**src/rtl/datastore_reader_pkg.sv**
```systemverilog
// Shared constants and types for the datastore read path.
// Used by datastore_reader and datastore_byte_sel.
package datastore_pkg;

  localparam int NUM_BYTES = 28;
  localparam int BYTE_W    = 8;
  localparam int IDX_W     = 5;
  localparam int STORE_W   = NUM_BYTES * BYTE_W;

  typedef enum logic [1:0] {
    IDLE,
    SEND,
    FIN
  } state_t;

  // Requests longer than the store collapse to a full-store read.
  function automatic logic [IDX_W-1:0] clamp_len(
    input logic [IDX_W-1:0] len
  );
    return (len > IDX_W'(NUM_BYTES)) ? IDX_W'(NUM_BYTES) : len;
  endfunction

endpackage

```
**src/rtl/datastore_byte_sel.sv**
```systemverilog
// Combinational NUM_BYTES:1 byte multiplexer over a packed store.
// Out-of-range indexes read as 0x00.
module datastore_byte_sel
  import datastore_pkg::*;
(
  input  logic [STORE_W-1:0] i_store,
  input  logic [IDX_W-1:0]   i_idx,
  output logic [BYTE_W-1:0]  o_byte
);

  always_comb begin
    o_byte = '0;
    for (int i = 0; i < NUM_BYTES; i++) begin
      if (i_idx == IDX_W'(i)) begin
        o_byte = i_store[i*BYTE_W +: BYTE_W];
      end
    end
  end

endmodule

```
**src/rtl/datastore_reader.sv**
```systemverilog
// Snapshots the byte store on start and streams it over valid/ready.
// Option: DATASTORE_READER_SKIP_NULL_EN skips 0x00 slots silently.
module datastore_reader
  import datastore_pkg::*;
(
  input  logic               clk,
  input  logic               reset,
  input  logic [STORE_W-1:0] datastore_in,
  input  logic               start,
  input  logic [IDX_W-1:0]   length,
  input  logic               abort,
  input  logic               byte_ready,
  output logic [BYTE_W-1:0]  byte_out,
  output logic               byte_valid,
  output logic [IDX_W-1:0]   byte_index,
  output logic               busy,
  output logic               done
);

  state_t               r_state;
  logic [STORE_W-1:0]   r_snap;
  logic [IDX_W-1:0]     r_len;
  logic [IDX_W-1:0]     r_rd_idx;

  logic [BYTE_W-1:0]    w_byte;
  logic [IDX_W-1:0]     w_len_in;
  logic                 w_send;
  logic                 w_null;
  logic                 w_xfer;
  logic                 w_adv;
  logic                 w_last;

  datastore_byte_sel u_sel (
    .i_store (r_snap),
    .i_idx   (r_rd_idx),
    .o_byte  (w_byte)
  );

`ifdef DATASTORE_READER_SKIP_NULL_EN
  assign w_null = (w_byte == '0);
`else
  assign w_null = 1'b0;
`endif

  assign w_len_in = clamp_len(length);
  assign w_send   = (r_state == SEND);
  // A null slot is never presented; it just burns one cycle.
  assign w_xfer   = byte_valid & byte_ready;
  assign w_adv    = w_xfer | (w_send & w_null);
  assign w_last   = (r_rd_idx == (r_len - IDX_W'(1)));

  assign byte_valid = w_send & ~w_null;
  assign byte_out   = byte_valid ? w_byte : '0;
  assign byte_index = r_rd_idx;
  assign busy       = (r_state != IDLE);
  assign done       = (r_state == FIN);

  always_ff @(posedge clk or negedge reset) begin
    if (!reset) begin
      r_state  <= IDLE;
      r_snap   <= '0;
      r_len    <= '0;
      r_rd_idx <= '0;
    end else begin
      unique case (r_state)
        IDLE: begin
          if (start) begin
            r_snap   <= datastore_in;
            r_len    <= w_len_in;
            r_rd_idx <= '0;
            r_state  <= (w_len_in == '0) ? FIN : SEND;
          end
        end
        SEND: begin
          if (abort) begin
            r_state  <= IDLE;
            r_rd_idx <= '0;
          end else if (w_adv) begin
            if (w_last) begin
              r_state <= FIN;
            end else begin
              r_rd_idx <= r_rd_idx + IDX_W'(1);
            end
          end
        end
        FIN: begin
          r_state  <= IDLE;
          r_rd_idx <= '0;
        end
        default: r_state <= IDLE;
      endcase
    end
  end

endmodule

```
**config.mk**
```make
export PLATFORM = sky130hd
export DESIGN_NAME = datastore_reader
export DESIGN_NICKNAME = d
export VERILOG_FILES = /design/src/rtl/datastore_reader_pkg.sv /design/src/rtl/datastore_byte_sel.sv /design/src/rtl/datastore_reader.sv
export SDC_FILE = /design/constraint.sdc
export NUM_CORES = 1
export LEC_CHECK = 0
export CORE_ASPECT_RATIO = 1.2
export CORE_MARGIN = 2
export CORE_UTILIZATION = 45
export DETAILED_ROUTE_END_ITERATION = 10
export GPL_TIMING_DRIVEN = 0
export PLACE_DENSITY_LB_ADDON = 0.08
export SETUP_SLACK_MARGIN = 0.4
export SYNTH_ARGS = -nofsm -noshare
export SYNTH_HDL_FRONTEND = slang
export SYNTH_HIERARCHICAL = 1
export SYNTH_SLANG_ARGS = --single-unit
```
**constraint.sdc**
```tcl
create_clock -name clk -period 5.28 [get_ports clk]
set_clock_uncertainty 0.05 [all_clocks]
set_input_delay 0.792 -clock clk [delete_from_list [all_inputs] [get_ports clk]]
set_output_delay 0.792 -clock clk [all_outputs]
set_load 0.05 [all_outputs]
```
==> impl_results.md <==
* Final worst-path cycle share at 0.9096
* CTS Buf Count at 25
* Worst-margin pin slew at 917.7 ps
* WP data required at about 4400 ps
* Critical path launch point type: register
* Ys Warns at 6
* Initial Utilization at 0.4563
* Max-cap violations at 0
* GRT Total Usage at 0.3102
* Core area at between 20,000 and 30,000 µm²
* Root Driver: clkbuf_16
* Min-delay worst type: in2async
* Area grow syn2layout at 31.58%
* Synth Flop Type: dfrtp_1
* Critical Path End Type: primary output
* Port Buf Inserts at ~250
* Vias in the first global route at approximately 11,000
* Postcts setup bufs at 0
* Synth top area share at 0.4942
* CP cell instances: buf_6 > buf_12 > nor2_4 > nand2_1 > o32ai_1 > a211oi_1 > nor4_1 > a211o_1 > and2_1 > clkdlybuf4s50_1
* Placed cell count at just over 2,000
* Nets at ~2,000
* Finished Cell Area at ~16,000 µm²
* Status: finished clean
* Share of synthesized flip-flops with an asynchronous set or reset at 1.000
* Syn_area_per_cell at 8.309 µm²
* Cell taking the most area after synthesis: dfrtp_1
* Setup TNS at 0 ps
* Vias at around 11,000
* Post-DR vias/cell at around 5.5
* Syn_nets at 1,674
* Die W at ~150 µm
* Clk Latency, worst-skew pair at around 530 ps
* Clock-pin slew of the registers on the worst-case setup and hold paths at 60 ps
* Post-synth EDFFs at 0
* Synth area leaders: dfrtp_1 49%, nand2_1 23%, mux2i_1 2.5%
* I/O Pins at 250
* Placer Congestion at between 0.9 and 1
* Die area at 27,880 µm²
* Max Slew Vio Count at 0
* Core Rows at 65
* Number of hold violations in the final report at 0
* Crit path largest cell delay at approximately 790 ps
* Layout cells sized above 1 at 0.08545
* Final Critical Period at about 4800 ps
* #FFs+latches synth at roughly 240
* Antenna violations before repair at 0
* Rel. slew slack at 0.3882
* Die H at approximately 180 µm
* FMAX at ~210 MHz
* DR pass1 iterations at 7
* Drt total wl at around 44 mm
* Fin cells at 2,067
* Kind of critical path: reg2out
* WP data arrival at 3960 ps
* Mapped cell area at 11,950 µm²
* Detailed Route Iter0 Violations at 709
* Commonest non-fill, non-tap cell in the layout: nand2_1
* Antenna cells at 0
* Max rail drop VDD at roughly 0.32 mV
* Leak at about 0.0076 µW
* Remaining antenna violation count after routing at 0
* Crit path max fanout at 10
* Placed instance area at 14,890 µm²
* Clock sink count at between 200 and 250
* Power Density at 544.4 nW/µm²
* Min Hold Slack at 215.9 ps
* WL per Instance at roughly 21 µm
* CTS tree: done
* Slowest CP cell: clkdlybuf4s50_1
* Setup Viol. Count Final at 0
* Commonest non-fill, non-tap cells in the layout: 721 x nand2_1, 241 x clkdlybuf4s50_1, 235 x dfrtp_1
* CTS Buffer Depth at 3
* Gr ovfl total at 0
* RSZ-0062 raised after global routing: no
* Detail Placement HPWL at ~33 mm
* Post-layout util at 0.6004
* CTS HTree Levels at 1
* Sequential area share after synthesis at 0.4942
* First-pass GRT wire length at 66.30 mm
* Cells after synthesis at 1,438
* Synth cell types at 78
* Largest net degree at the start of global routing at around 120
* DR DRC count at 0
## logic make-up after synthesis
logic type | share of synthesized area
AO/OA/AOI/OAI | 0.1061
multiplexers | 0.06031
XOR/XNOR | 0.003666
flip-flops | 0.4942
AND/OR/NAND/NOR | 0.2871
adder cells (fa/ha/maj) | 0.002094
buffers and inverters | 0.04649
## area by class of cell
| class | count | area (µm²) |
|---|---|---|
| plain buffers | 95 | 505.5 |
| inverters | 14 | 56.30 |
| well taps | 335 | 419.2 |
| clock inverters | 9 | 108.9 |
| clock buffers | 35 | 713.2 |
| multi-input cells | 1093 | 5493 |
| fillers | 2417 | 10470 |
| flip-flops and latches | 236 | 5907 |
| repair buffers | 250 | 2520 |
## where the power goes
group	internal, µW	total (µW)	switching, µW
combinational	1320	3520	2200
clock	1040	1770	726
sequential	2670	3280	603
## critical path: cells and delay by family (launching register included)
kind                   cells  cell delay [ps]
flip-flops                 1              490
AO/OA/AOI/OAI              3              680
buffers and inverters      3             1210
AND/OR/NAND/NOR            4             1020
## repair_timing
action,CTS,global route
gates cloned,0,0
hold buffers,0,0
resized for setup,9,8
pin swaps,0,0
setup endpoints to repair,8,5
## layer usage
layer / vias to the layer above / share of wire / track usage
met1: 5457 / 0.42 / 0.4155
met2: 492 / 0.48 / 0.5304
met4: 0 / 0.034 / 0.09630
met5: - / 0 / 0
met3: 100 / 0.061 / 0.03728
li1: 5281 / - / -
## stage by stage
stage / setup WS [ps] / total power, µW
after global placement: -6561 / 6693
after global routing: 429.4 / 9071
after floorplan: 1953 / 5323
after detailed placement: 681.2 / 6765
final: 477.5 / 8559
after CTS: 441.1 / 8571
## synthesized netlist by cell type, drive strengths merged, types with 6 or more instances
cell    count
a22oi       6
nand2     722
nand2b      9
a211oi     12
o211ai      8
mux2i      30
inv        13
a221oi     10
mux4       11
nor2       40
nor2b       9
mux2       15
o22ai      12
buf        56
o21ai      44
nand3      14
dfrtp     236
clkbuf     39
and2       11
a21oi      40
nor3       10
## state kept, by name (all words and copies together), names as in the netlist
register    flops
byte_index      5
r_len           5
r_snap        224
r_state         2
## worst paths after layout
kind	startpoint	endpoint	slack (ps)	depth (start not counted)
worst max-delay path	byte_index[0]	byte_out[5]	480	10
worst min-delay path	reset	byte_index[4]	220	1
worst max register to register	r_state[0]	r_snap[32]	3020	7
worst min register to register	r_snap[48]	r_snap[48]	420	2
max in group asynchronous	reset	r_snap[57]	3830	2
min in group clk	r_snap[48]	r_snap[48]	420	2
Power figures use the tool's default switching activity.
